<file path="src/rtl/mc_act_pkg.sv">
// mc_act_pkg: shared types, constants and round-robin pick for the activate arbiter
package mc_act_pkg;
    localparam int NUM_SLOTS   = 4;
    localparam int ACT_PER_FAW = 4;

    typedef logic [NUM_SLOTS-1:0] slot_oh_t;
    typedef logic [1:0]           bgrp_t;

    // One-hot pick of the first eligible slot at or after the one-hot pointer,
    // wrapping 3->0. Scanning from the far end lets the nearest slot win.
    function automatic slot_oh_t rr_pick(input slot_oh_t elig, input slot_oh_t ptr);
        slot_oh_t   pick;
        logic [1:0] start;
        logic [1:0] idx;
        pick  = '0;
        start = '0;
        for (int i = 0; i < NUM_SLOTS; i++)
            if (ptr[i]) start = 2'(i);
        for (int k = NUM_SLOTS - 1; k >= 0; k--) begin
            idx = start + 2'(k);
            if (elig[idx]) begin
                pick      = '0;
                pick[idx] = 1'b1;
            end
        end
        return pick;
    endfunction
endpackage

</file>
<file path="src/rtl/mc_act_faw_track.sv">
// mc_act_faw_track: four rolling tFAW timers, faw_ok while any timer has expired
//   clk, rst_n : fabric clock, async active-low reset
//   accept     : an activate was issued this cycle
//   faw_ok     : at least one of the last four activates is outside the window
module mc_act_faw_track
    import mc_act_pkg::*;
#(
    parameter int FAW  = 16,
    parameter int CNTW = $clog2(FAW + 1)
) (
    input  logic clk,
    input  logic rst_n,
    input  logic accept,
    output logic faw_ok
);
    logic [CNTW-1:0]        tmr [ACT_PER_FAW];
    logic [ACT_PER_FAW-1:0] idle;
    logic [ACT_PER_FAW-1:0] load;

    // The arbiter only selects while a timer is idle and timers only count
    // down until accept, so an accept always finds a free timer.
    always_comb begin
        load = '0;
        for (int i = 0; i < ACT_PER_FAW; i++)
            idle[i] = (tmr[i] == '0);
        for (int i = ACT_PER_FAW - 1; i >= 0; i--)
            if (idle[i]) begin
                load    = '0;
                load[i] = 1'b1;
            end
        faw_ok = |idle;
    end

    always_ff @(posedge clk or negedge rst_n)
        if (!rst_n)
            for (int i = 0; i < ACT_PER_FAW; i++)
                tmr[i] <= '0;
        else
            for (int i = 0; i < ACT_PER_FAW; i++)
                tmr[i] <= (accept && load[i]) ? CNTW'(FAW - 1) :
                          idle[i] ? tmr[i] : tmr[i] - CNTW'(1);
endmodule

</file>
<file path="src/rtl/mc_arb_act_rr.sv">
// mc_arb_act_rr: 4-slot round-robin activate arbiter with tRRD_S/tRRD_L/tFAW spacing
//   clk, rst_n : fabric clock, async active-low reset
//   req        : per-slot activate request, held until accepted
//   reqGroup   : bank group per slot, slot i in [2i+1:2i]
//   block      : inhibit new selections
//   winAccept  : downstream issued the selected activate this cycle
//   sel        : registered one-hot winner (mux select)
//   selValid   : sel is a legal pending activate
//   selGroup   : bank group of the registered winner
module mc_arb_act_rr
    import mc_act_pkg::*;
#(
    parameter int RRD_S = 4,
    parameter int RRD_L = 6,
    parameter int FAW   = 16,
    parameter int CNTW  = $clog2(FAW + 1)
) (
    input  logic       clk,
    input  logic       rst_n,
    input  logic [3:0] req,
    input  logic [7:0] reqGroup,
    input  logic       block,
    input  logic       winAccept,
    output logic [3:0] sel,
    output logic       selValid,
    output logic [1:0] selGroup
);
    localparam logic [0:0] IDLE = 1'b0;
    localparam logic [0:0] HOLD = 1'b1;

    logic [0:0]      state;
    slot_oh_t        ptr;
    slot_oh_t        elig;
    slot_oh_t        pick;
    bgrp_t           pick_group;
    bgrp_t           last_group;
    logic            have_act;
    logic            faw_ok;
    logic            accept;
    logic [CNTW-1:0] rrd_cnt;

    assign selValid = (state == HOLD);
    assign accept   = selValid & winAccept;

    always_comb begin
        pick_group = '0;
        for (int i = 0; i < NUM_SLOTS; i++)
            elig[i] = req[i] & faw_ok & (!have_act ||
                      rrd_cnt >= ((reqGroup[2*i +: 2] == last_group) ? CNTW'(RRD_L) : CNTW'(RRD_S)));
        pick = rr_pick(elig, ptr);
        for (int i = 0; i < NUM_SLOTS; i++)
            if (pick[i]) pick_group = reqGroup[2*i +: 2];
    end

    // Selection happens only from IDLE, so the accept cycle never reselects
    // and the spacing counters are always fresh when a pick is registered.
    always_ff @(posedge clk or negedge rst_n)
        if (!rst_n) begin
            state      <= IDLE;
            sel        <= '0;
            selGroup   <= '0;
            ptr        <= 4'b0001;
            have_act   <= 1'b0;
            last_group <= '0;
            rrd_cnt    <= CNTW'(RRD_L);
        end else begin
            rrd_cnt <= accept ? CNTW'(1) :
                       (rrd_cnt < CNTW'(RRD_L)) ? rrd_cnt + CNTW'(1) : rrd_cnt;
            if (accept) begin
                state      <= IDLE;
                sel        <= '0;
                ptr        <= {sel[2:0], sel[3]};
                last_group <= selGroup;
                have_act   <= 1'b1;
            end else if (state == HOLD && !(|(req & sel))) begin
                state <= IDLE;
                sel   <= '0;
            end else if (state == IDLE && !block && |elig) begin
                state    <= HOLD;
                sel      <= pick;
                selGroup <= pick_group;
            end
        end

    mc_act_faw_track #(.FAW(FAW), .CNTW(CNTW)) u_faw (
        .clk    (clk),
        .rst_n  (rst_n),
        .accept (accept),
        .faw_ok (faw_ok)
    );

    a_accept_needs_sel: assert property (@(posedge clk) disable iff (!rst_n) winAccept |-> selValid);
    a_sel_onehot:       assert property (@(posedge clk) disable iff (!rst_n)
                                         $onehot0(sel) && (selValid || sel == '0));
endmodule

</file>
<file path="config.mk">
export PLATFORM = sky130hd
export DESIGN_NAME = mc_arb_act_rr
export DESIGN_NICKNAME = d
export VERILOG_FILES = /design/src/rtl/mc_act_pkg.sv /design/src/rtl/mc_act_faw_track.sv /design/src/rtl/mc_arb_act_rr.sv
export SDC_FILE = /design/constraint.sdc
export NUM_CORES = 1
export LEC_CHECK = 0
export ABC_AREA = 1
export BUFFER_PORTS_ARGS = -buffer_cell sky130_fd_sc_hd__buf_2
export CAP_MARGIN = 20
export CORE_MARGIN = 3
export CORE_UTILIZATION = 25
export CTS_CLUSTER_SIZE = 25
export DETAILED_ROUTE_END_ITERATION = 10
export PLACE_DENSITY_LB_ADDON = 0.15
export SETUP_SLACK_MARGIN = 0.2
export SLEW_MARGIN = 20
export SYNTH_ARGS = -nofsm -noshare
export SYNTH_HDL_FRONTEND = slang
export SYNTH_HIERARCHICAL = 1
export SYNTH_SLANG_ARGS = --single-unit
</file>
<file path="constraint.sdc">
create_clock -name clk -period 2.8 [get_ports clk]
set_input_delay 0.42 -clock clk [delete_from_list [all_inputs] [get_ports clk]]
set_output_delay 0.42 -clock clk [all_outputs]
set_load 0.05 [all_outputs]
</file>
# Word level (Yosys, flattened, before mapping)

Cells that the tools add are included.
Widths: inputs -> output; s select.

Logic and storage cells: 132
Register bits: 39

Bitwise gates (word level): 13
Magnitude comparators: 13
Equal/unequal tests: 8
Reductions and logical operators: 28
Add/sub/neg operators: 8
Mux-type cells: 51

Operators with widths:

| kind                | count |
|---|---|
| $mux 5              | 10 |
| $mux 4              | 11 |
| $ge 5x3->1          | 4 |
| $logic_not 5->1     | 4 |
| $mux 2              | 10 |
| $sub 5x1->5 const B | 4 |
| $lt 2x3->1 const B  | 4 |
| $mux 1              | 12 |
| $reduce_or 4->1     | 3 |
| $logic_and 1x1->1   | 11 |
| $and 1x1->1         | 9 |
| $bmux 1 s2          | 4 |
| $demux 1 s2         | 4 |
| $eq 2x2->1          | 4 |
| $ge 2x1->1 const B  | 4 |
| $ne 2x2->1 const B  | 4 |
| $add 5x1->5 const B | 1 |
| $lt 5x3->1 const B  | 1 |
| $add 2x2->2 const B | 2 |
| $and 4x4->4         | 1 |
| $logic_or 1x1->1    | 4 |
| $logic_not 1->1     | 3 |
| $not 1->1           | 3 |
| $reduce_and 3->1    | 1 |
| 3 further kinds     | 3 |

# Depth between registers and ports, before layout

Gate-level depths: netlist of run 1.

Depth in word-level cells: 16
Mapped depth: 22
Depth with buffers taken out: 22

# By module

Netlist of run 1, hierarchy kept.

Modules (own cells, without submodules):

| module           | cells an instance | area an instance (um^2) | instances |
|---|---|---|---|
| mc_arb_act_rr    | 226               | 1570.3                  | 1 |
| mc_act_faw_track | 122               | 1092.3                  | 1 |

# Worst setup path after synthesis of run 1

Ideal clock, no wire load.

Kind: register to register
Start: register u_faw/tmr[5] in the netlist's numbering
End: register selGroup[0]
Setup time: 0.116 ns
Data arrival time: 2.055 ns
Slack: 0.628 ns
Stages on the path, launching flop included: 22
Required time: 2.684 ns
Cell sequence: dfrtp_1 > inv_1 > ha_1 > nand2_2 > nor3_4 > inv_2 > nand4_1 > nand2_1 > inv_1 > nand3_1 > nand2_1 > nand2_1 > nand2_2 > nand2_1 > nand2_1 > nand3_1 > nand2_1 > nand2_2 > nor2_1 > nor2_1 > nand2_1 > nand2_1

Longest elaborated chain between the ends: 14
Elaborated cells between the ends (all ways): 29
Those cells by class: 16 x mux; 8 x bitwise; 5 x reduce/logical

RTL lines:

| item                              | RTL line               | RTL |
|---|---|---|
| from (decl)                       | mc_act_faw_track.sv:16 | `logic [CNTW-1:0] tmr [ACT_PER_FAW];` |
| from (signal, indexed assignment) | mc_act_faw_track.sv:40 | `tmr[i] <= (accept && load[i]) ? CNTW'(FAW - 1) :` |
| $logic_not 5->1 (*)               | mc_act_faw_track.sv:25 | `idle[i] = (tmr[i] == '0);` |
| $reduce_or 4->1 (*)               | mc_act_faw_track.sv:31 | `faw_ok = \|idle;` |
| net faw_ok                        | mc_arb_act_rr.sv:38    | `logic faw_ok;` |
| $and 1x1->1 (2 in series)         | mc_arb_act_rr.sv:48    | `elig[i] = req[i] & faw_ok & (!have_act \|\|` |
| $bmux 1 s2                        | mc_act_pkg.sv:21       | `if (elig[idx]) begin` |
| $mux 1 (implied by the code)      | mc_act_pkg.sv:21       |  |
| $mux 4 (4 in series)              | mc_act_pkg.sv:21       |  |
| $mux 2 (4 in series)              | mc_arb_act_rr.sv:52    | `if (pick[i]) pick_group = reqGroup[2*i +: 2];` |
| to (signal assigned)              | mc_arb_act_rr.sv:81    | `selGroup <= pick_group;` |
| to (decl)                         | mc_arb_act_rr.sv:26    | `output logic [1:0] selGroup` |

Mark *: on every way through the listed nets, which the timed path passes. The rest lies on a longest branch. The select of a mux whose other input is x is not followed.
A chain may end at the register's enable or synchronous reset.

# Worst setup path after layout of run 1

Start: register u_faw/tmr[5] in the netlist's numbering
End: register selGroup[1]

The elaborated chain is that of the path after synthesis.

==> impl_metrics.yaml, run 1 <==
timing:
  final_min_period_over_clock_period_pct: 83.1
  grt_setup_unrepaired: "false"
  fin_skew_ps: 10.9
  worst_slew_margin_rel_pct: 40.2
  final_setup_violation_count: 0
  final_max_slew_viol_count: 0
  finalCriticalPeriod_ps: 2330
  achievable-frequency_ghz: 0.430
  tightestPinTransition_ps: 896
  setup_total_negative_slack_ps: 0
  finalHoldViolCount: 0
clock_network:
  cts_max_level: 2
  clock-sinks: 38
  clk_latency_ps: 290
  tritoncts_clock_tree: "done"
  library_cell_used_as_clock_root_buffer: "clkbuf_8"
  cts-buffers-inserted: 5
  clkSlewWorstSetupHoldPaths_ps: 80
  max_clock_buf_depth: 2
logic_synthesis:
  synthMostInstantiatedCell: "nand2_1"
  synth_commonest_cells: "nand2_1 (89), inv_1 (48), dfrtp_1 (36), nand3_1 (30), nor2_1 (22)"
  synth_area_per_cell_um2: 7.65
  syn-cell-area_um2: 2660
  synth_largest_area_cell: "dfrtp_1"
  syn-instance-count: 348
  synth.yosys.seq_area_share_pct: 35.8
  synthesis.nets: 381
  ys_warn_count: 6
  synth_ff_type: "dfrtp_1"
  netlist_top_cells_area: "dfrtp_1 (34%), nand2_1 (13%), ha_1 (8.0%)"
  netlist.area_leader.share_pct: 33.8
  fraction_of_registers_with_async_set_or_reset_after_synthesis_pct: 100
  postSynthRegisterBits: 38
  yosysUniqueCellTypes: 34
  synth_edf_count: 0
route:
  drt_first_pass_iters: 4
  vias: 2277
  detail_route.wirelength_um: 6430
  drc: 0
  antenna_violating_nets_post_route: 0
  drt-initial-drc-count: 68
  route.detailed.wl_per_inst_um: 12.4
  post_drt_via_cell_ratio: 4.40
finish:
  multi_input_combinational_cell_area_um2: 1550
  post_route_cells_drive_above_1_share_pct: 27.0
  antenna-diode-count: 0
  nNetsFinal: 413
  seqCellArea_um2: 956
  design_area_um2: 3130
  fillCellCount: 1120
  areaGrowthSynthToFinish_pct: 17.6
  final-instance-count-excl-fill: 517
grt:
  first_pass_grt_wire_length_um: 10800
  antenna_found_initial: 0
  globalRouteTotalUtil_pct: 11.6
  first_global_vias: 2298
  grt_start_max_net_pins: 39
  remaining_global_route_overflow: 0
hold_path:
  worst_hold_path_type: "in -> async"
setup_path:
  crit_path_max_incr_delay_ps: 390
  rr_endpoint: "selGroup[1]"
  critical_path_buf_inv_count: 4
  cp_cell_sequence: "inv_2 > ha_2 > nand2_2 > nor3_4 > inv_2 > nand4_1 > nand2_1 > inv_2 > nand3_2 > nand3_2 > nand2_4 > o21ai_1 > inv_1 > nand2_1 > nand2_2 > nand3_1 > nand2_1 > nand2_1 > nand2_1"
  critical_path_required_ps: 2990
  critical_path_start_type: "flip-flop"
  worstReg2RegStart: "u_faw/tmr[5]"
  path_max_fanout: 7
  critical_path.most_common_cell: "nand2_1"
  critPathSlowestCell: "dfrtp_1"
  crit_type: "reg -> reg"
  r2r_setup_slack_ps: 470
  arrival_ps: 2510
  worst_r2r_path_depth: 19
  crit_family: "simple AND/OR/NAND/NOR gates"
  critPathCaptureType: "flip-flop"
placement:
  dpl_cell_area_um2: 2960
  numPortBuffers: 22
  dp.final_hpwl_um: 4980
  dpl.cell_count: 507
  routabilityCongestion: 0.865
floorplan:
  pin_count: 23
  core_region_area_um2: 10300
  core.rowCount: 37
  die_height_um: 109
  initial_util_pct: 25.8
  floorplan.die_area_um2: 11900
  die_width_um: 109
run:
  maxcap_violations: 0
status:
  outcome: "completed"
-- cells in the final DEF, fill, tap and decap left out, drive strengths merged --
| cell type | n |
|---|---|
| o21a | 1 |
| dfrtp | 36 |
| nand3b | 3 |
| nor3 | 2 |
| clkbuf | 8 |
| o22ai | 2 |
| ha | 17 |
| buf | 28 |
| o211ai | 1 |
| xor2 | 8 |
| xnor2 | 2 |
| dfstp | 2 |
| a41oi | 1 |
| nand3 | 45 |
| clkinv | 1 |
| nor2 | 28 |
| or2 | 2 |
| o21ai | 20 |
| nand2 | 105 |
| nand4 | 5 |
| inv | 55 |
| a21oi | 9 |
-- cell type report --
type / instances / area share (%)
Multi-Input combinational cell: 251 / 49.4
Sequential cell: 38 / 30.5
Inverter: 56 / 6.83
Tap cell: 136 / 5.43
Timing Repair Buffer: 28 / 4.95
Clock buffer: 8 / 2.88
-- cell families after synthesis --
| group | synth area share [%] |
|---|---|
| flip-flops | 35.8 |
| AND/OR/NAND/NOR | 37.1 |
| AO/OA/AOI/OAI | 7.38 |
| buffers and inverters | 8.46 |
| adder cells (fa/ha/maj) | 7.99 |
| XOR/XNOR | 3.29 |
-- worst max-delay path by stage --
| stage | startpoint | end | slack [ps] | depth (start not counted) |
|---|---|---|---|---|
| 5_1_grt | u_faw/tmr[5] | selGroup[1] | 190 | 22 |
| 3_5_place_dp | u_faw/tmr[10] | selGroup[1] | 360 | 19 |
| 6_report | u_faw/tmr[5] | selGroup[1] | 470 | 19 |
| 2_1_floorplan | u_faw/tmr[5] | selGroup[0] | 630 | 21 |
| 3_3_place_gp | reqGroup[1] | selGroup[1] | 370 | 20 |
| 4_1_cts | u_faw/tmr[10] | selGroup[1] | 360 | 19 |
-- flip-flops by register name (all words and copies together) (netlist names) --
signal / count
selGroup: 2
u_faw/tmr: 20
ptr: 3
last_group: 2
rrd_cnt: 5
have_act: 1
selValid: 1
sel: 4
-- timing repair --
action                                  4_1_cts  5_1_grt
endpoints found under the setup margin        0        2
gates resized for setup                       0       21
hold buffers                                  0        0
setup buffers                                 0        2
-- metal layers --
layer	vias to the layer above	global-route usage [%]	wire length, um
met3	11	2.07	204
met2	35	20.2	3140
met1	1065	14.3	2930
met4	0	4.36	157
li1	1166	-	-
met5	-	0	0
-- through the flow --
step	setup slack, ps	hold WS (ps)	util [%]
3_3_place_gp	368	463	28.7
6_report	472	251	30.3
4_1_cts	355	288	29.6
3_5_place_dp	357	473	28.7
5_1_grt	193	322	30.3
2_1_floorplan	628	124	-
Power of run 1 is left out: the tool's default activity adds up to more than one toggle a clock period on the data nets, which glitch-free logic cannot reach.
==> inputs of run 2 (changes only) <==
- clock period: 2.8 -> 2.3 ns (I/O delays scaled with it)
==> run 2 against run 1 <==
Compared with the run above: via count is 3.7% higher; register-to-register slack worse by 450 ps; critical path depth is 1 lower; sequential cell count stayed put; non-clock buffer count is 25 higher; critical endpoint is now selGroup[0]; largest cell class unchanged.
==> impl_metrics.yaml, run 2 (synthesis results as in run 1) <==
status:
  outcome: "completed"
grt:
  first_global_vias: 2409
  antenna_found_initial: 0
  remaining_global_route_overflow: 0
  first_pass_grt_wire_length_um: 11400
  grt_start_max_net_pins: 21
  globalRouteTotalUtil_pct: 12.1
route:
  detail_route.wirelength_um: 6730
  drt_first_pass_iters: 4
  route.detailed.wl_per_inst_um: 12.4
  vias: 2361
  post_drt_via_cell_ratio: 4.36
  antenna_violating_nets_post_route: 0
  drt-initial-drc-count: 125
  drc: 0
setup_path:
  critical_path_required_ps: 2490
  path_max_fanout: 5
  critical_path_start_type: "flip-flop"
  crit_type: "reg -> reg"
  cp_cell_sequence: "xor2_1 > nor2_1 > ha_1 > nand2_1 > nand2_2 > nand2_2 > nand2_4 > nand3_4 > nand3_4 > buf_6 > nand3_2 > nand3_1 > nand2_1 > nand2_2 > nand3_2 > nand2_1 > nand2_1 > nand2_1"
  critPathSlowestCell: "dfrtp_2"
  arrival_ps: 2470
  critical_path.most_common_cell: "nand2_1"
  critPathCaptureType: "flip-flop"
  crit_path_max_incr_delay_ps: 460
timing:
  final_setup_violation_count: 0
  setup_total_negative_slack_ps: 0
  grt_setup_unrepaired: "true"
  fin_skew_ps: 13.7
  finalHoldViolCount: 0
  worst_slew_margin_rel_pct: 71.1
  final_max_slew_viol_count: 0
  finalCriticalPeriod_ps: 2280
  achievable-frequency_ghz: 0.438
  finalHoldWorstSlack_ps: 404
  final_min_period_over_clock_period_pct: 99.2
  tightestPinTransition_ps: 434
hold_path:
  worst_hold_path_type: "in -> reg"
placement:
  numPortBuffers: 22
  dpl_cell_area_um2: 3120
  dp.final_hpwl_um: 5250
  dpl.cell_count: 523
  routabilityCongestion: 0.808
clock_network:
  clock-sinks: 38
  max_clock_buf_depth: 2
  clk_latency_ps: 300
  cts_max_level: 2
  cts-buffers-inserted: 5
  tritoncts_clock_tree: "done"
  library_cell_used_as_clock_root_buffer: "clkbuf_8"
  clkSlewWorstSetupHoldPaths_ps: 80
floorplan:
  die_height_um: 109
  floorplan.die_area_um2: 11900
  die_width_um: 109
  initial_util_pct: 25.8
  core.rowCount: 37
  pin_count: 23
  core_region_area_um2: 10300
finish:
  final-instance-count-excl-fill: 542
  areaGrowthSynthToFinish_pct: 32.5
  fillCellCount: 1091
  top_library_cells_by_usage_in_the_layout_fill_and_taps_aside: "nand2_1 (74), inv_1 (41), dfrtp_1 (34)"
  largest-register: "u_faw/tmr"
  nNetsFinal: 438
  largest_register_ff_count: 20
  antenna-diode-count: 0
  design_area_um2: 3530
  layout.cells.most_common: "nand2_1"
  reg_top3: "u_faw/tmr x20, rrd_cnt x5, sel x4"
  post_route_cells_drive_above_1_share_pct: 37.7
run:
  maxcap_violations: 0
run 2: layer usage:
| metal | vias to the layer above | routed length [um] | global-route usage, % |
|---|---|---|---|
| met5 | - | 0 | 0 |
| met4 | 0 | 115 | 4.54 |
| met3 | 9 | 202 | 2.25 |
| met2 | 34 | 2970 | 18.7 |
| met1 | 1092 | 3440 | 16.7 |
| li1 | 1226 | - | - |
run 2: repair_timing:
| action | in CTS | in global routing |
|---|---|---|
| buffers inserted | 7 | 3 |
| hold buffers | 1 | 0 |
| pin swaps | 23 | 20 |
| hold endpoints to repair | 18 | 0 |
| resized for setup | 19 | 38 |
| setup endpoints to repair | 7 | 7 |
run 2: final timing paths:
check	from	endpoint	slack (ps)	cells after the start
max	last_group[1]	selGroup[0]	20	18
min	reqGroup[5]	selGroup[1]	400	5
max reg2reg	last_group[1]	selGroup[0]	20	18
min reg2reg	rrd_cnt[4]	rrd_cnt[4]	490	2
max in group asynchronous	rst_n	rrd_cnt[2]	1080	3
min in group asynchronous	rst_n	u_faw/tmr[3]	510	2
run 2: layout make-up:
class,instances,area (um^2),area share [%]
Sequential cell,38,956,27.1
Inverter,56,214,6.06
Clock inverter,3,45.0,1.28
Clock buffer,5,68.8,1.95
Multi-Input combinational cell,251,1710,48.5
Tap cell,136,170,4.82
Timing Repair Buffer,53,364,10.3
run 2: critical path: cells and delay by family (launching register included):
kind	cells	cell delay (ps)
DFF	1	460
buffers and inverters	1	150
xor gates and xnor gates	1	170
adders and majority gates	1	240
and+or+nand+nor	15	1160
run 2: through the flow:
step / utilization (%) / setup slack [ps]
after global placement: 30.2 / -121
after detailed placement: 30.2 / -111
final: 34.2 / 18.8
after CTS: 32.5 / 25.8
after floorplan: - / 170
after global routing: 34.2 / -200
Power of run 2 is left out for the same reason.
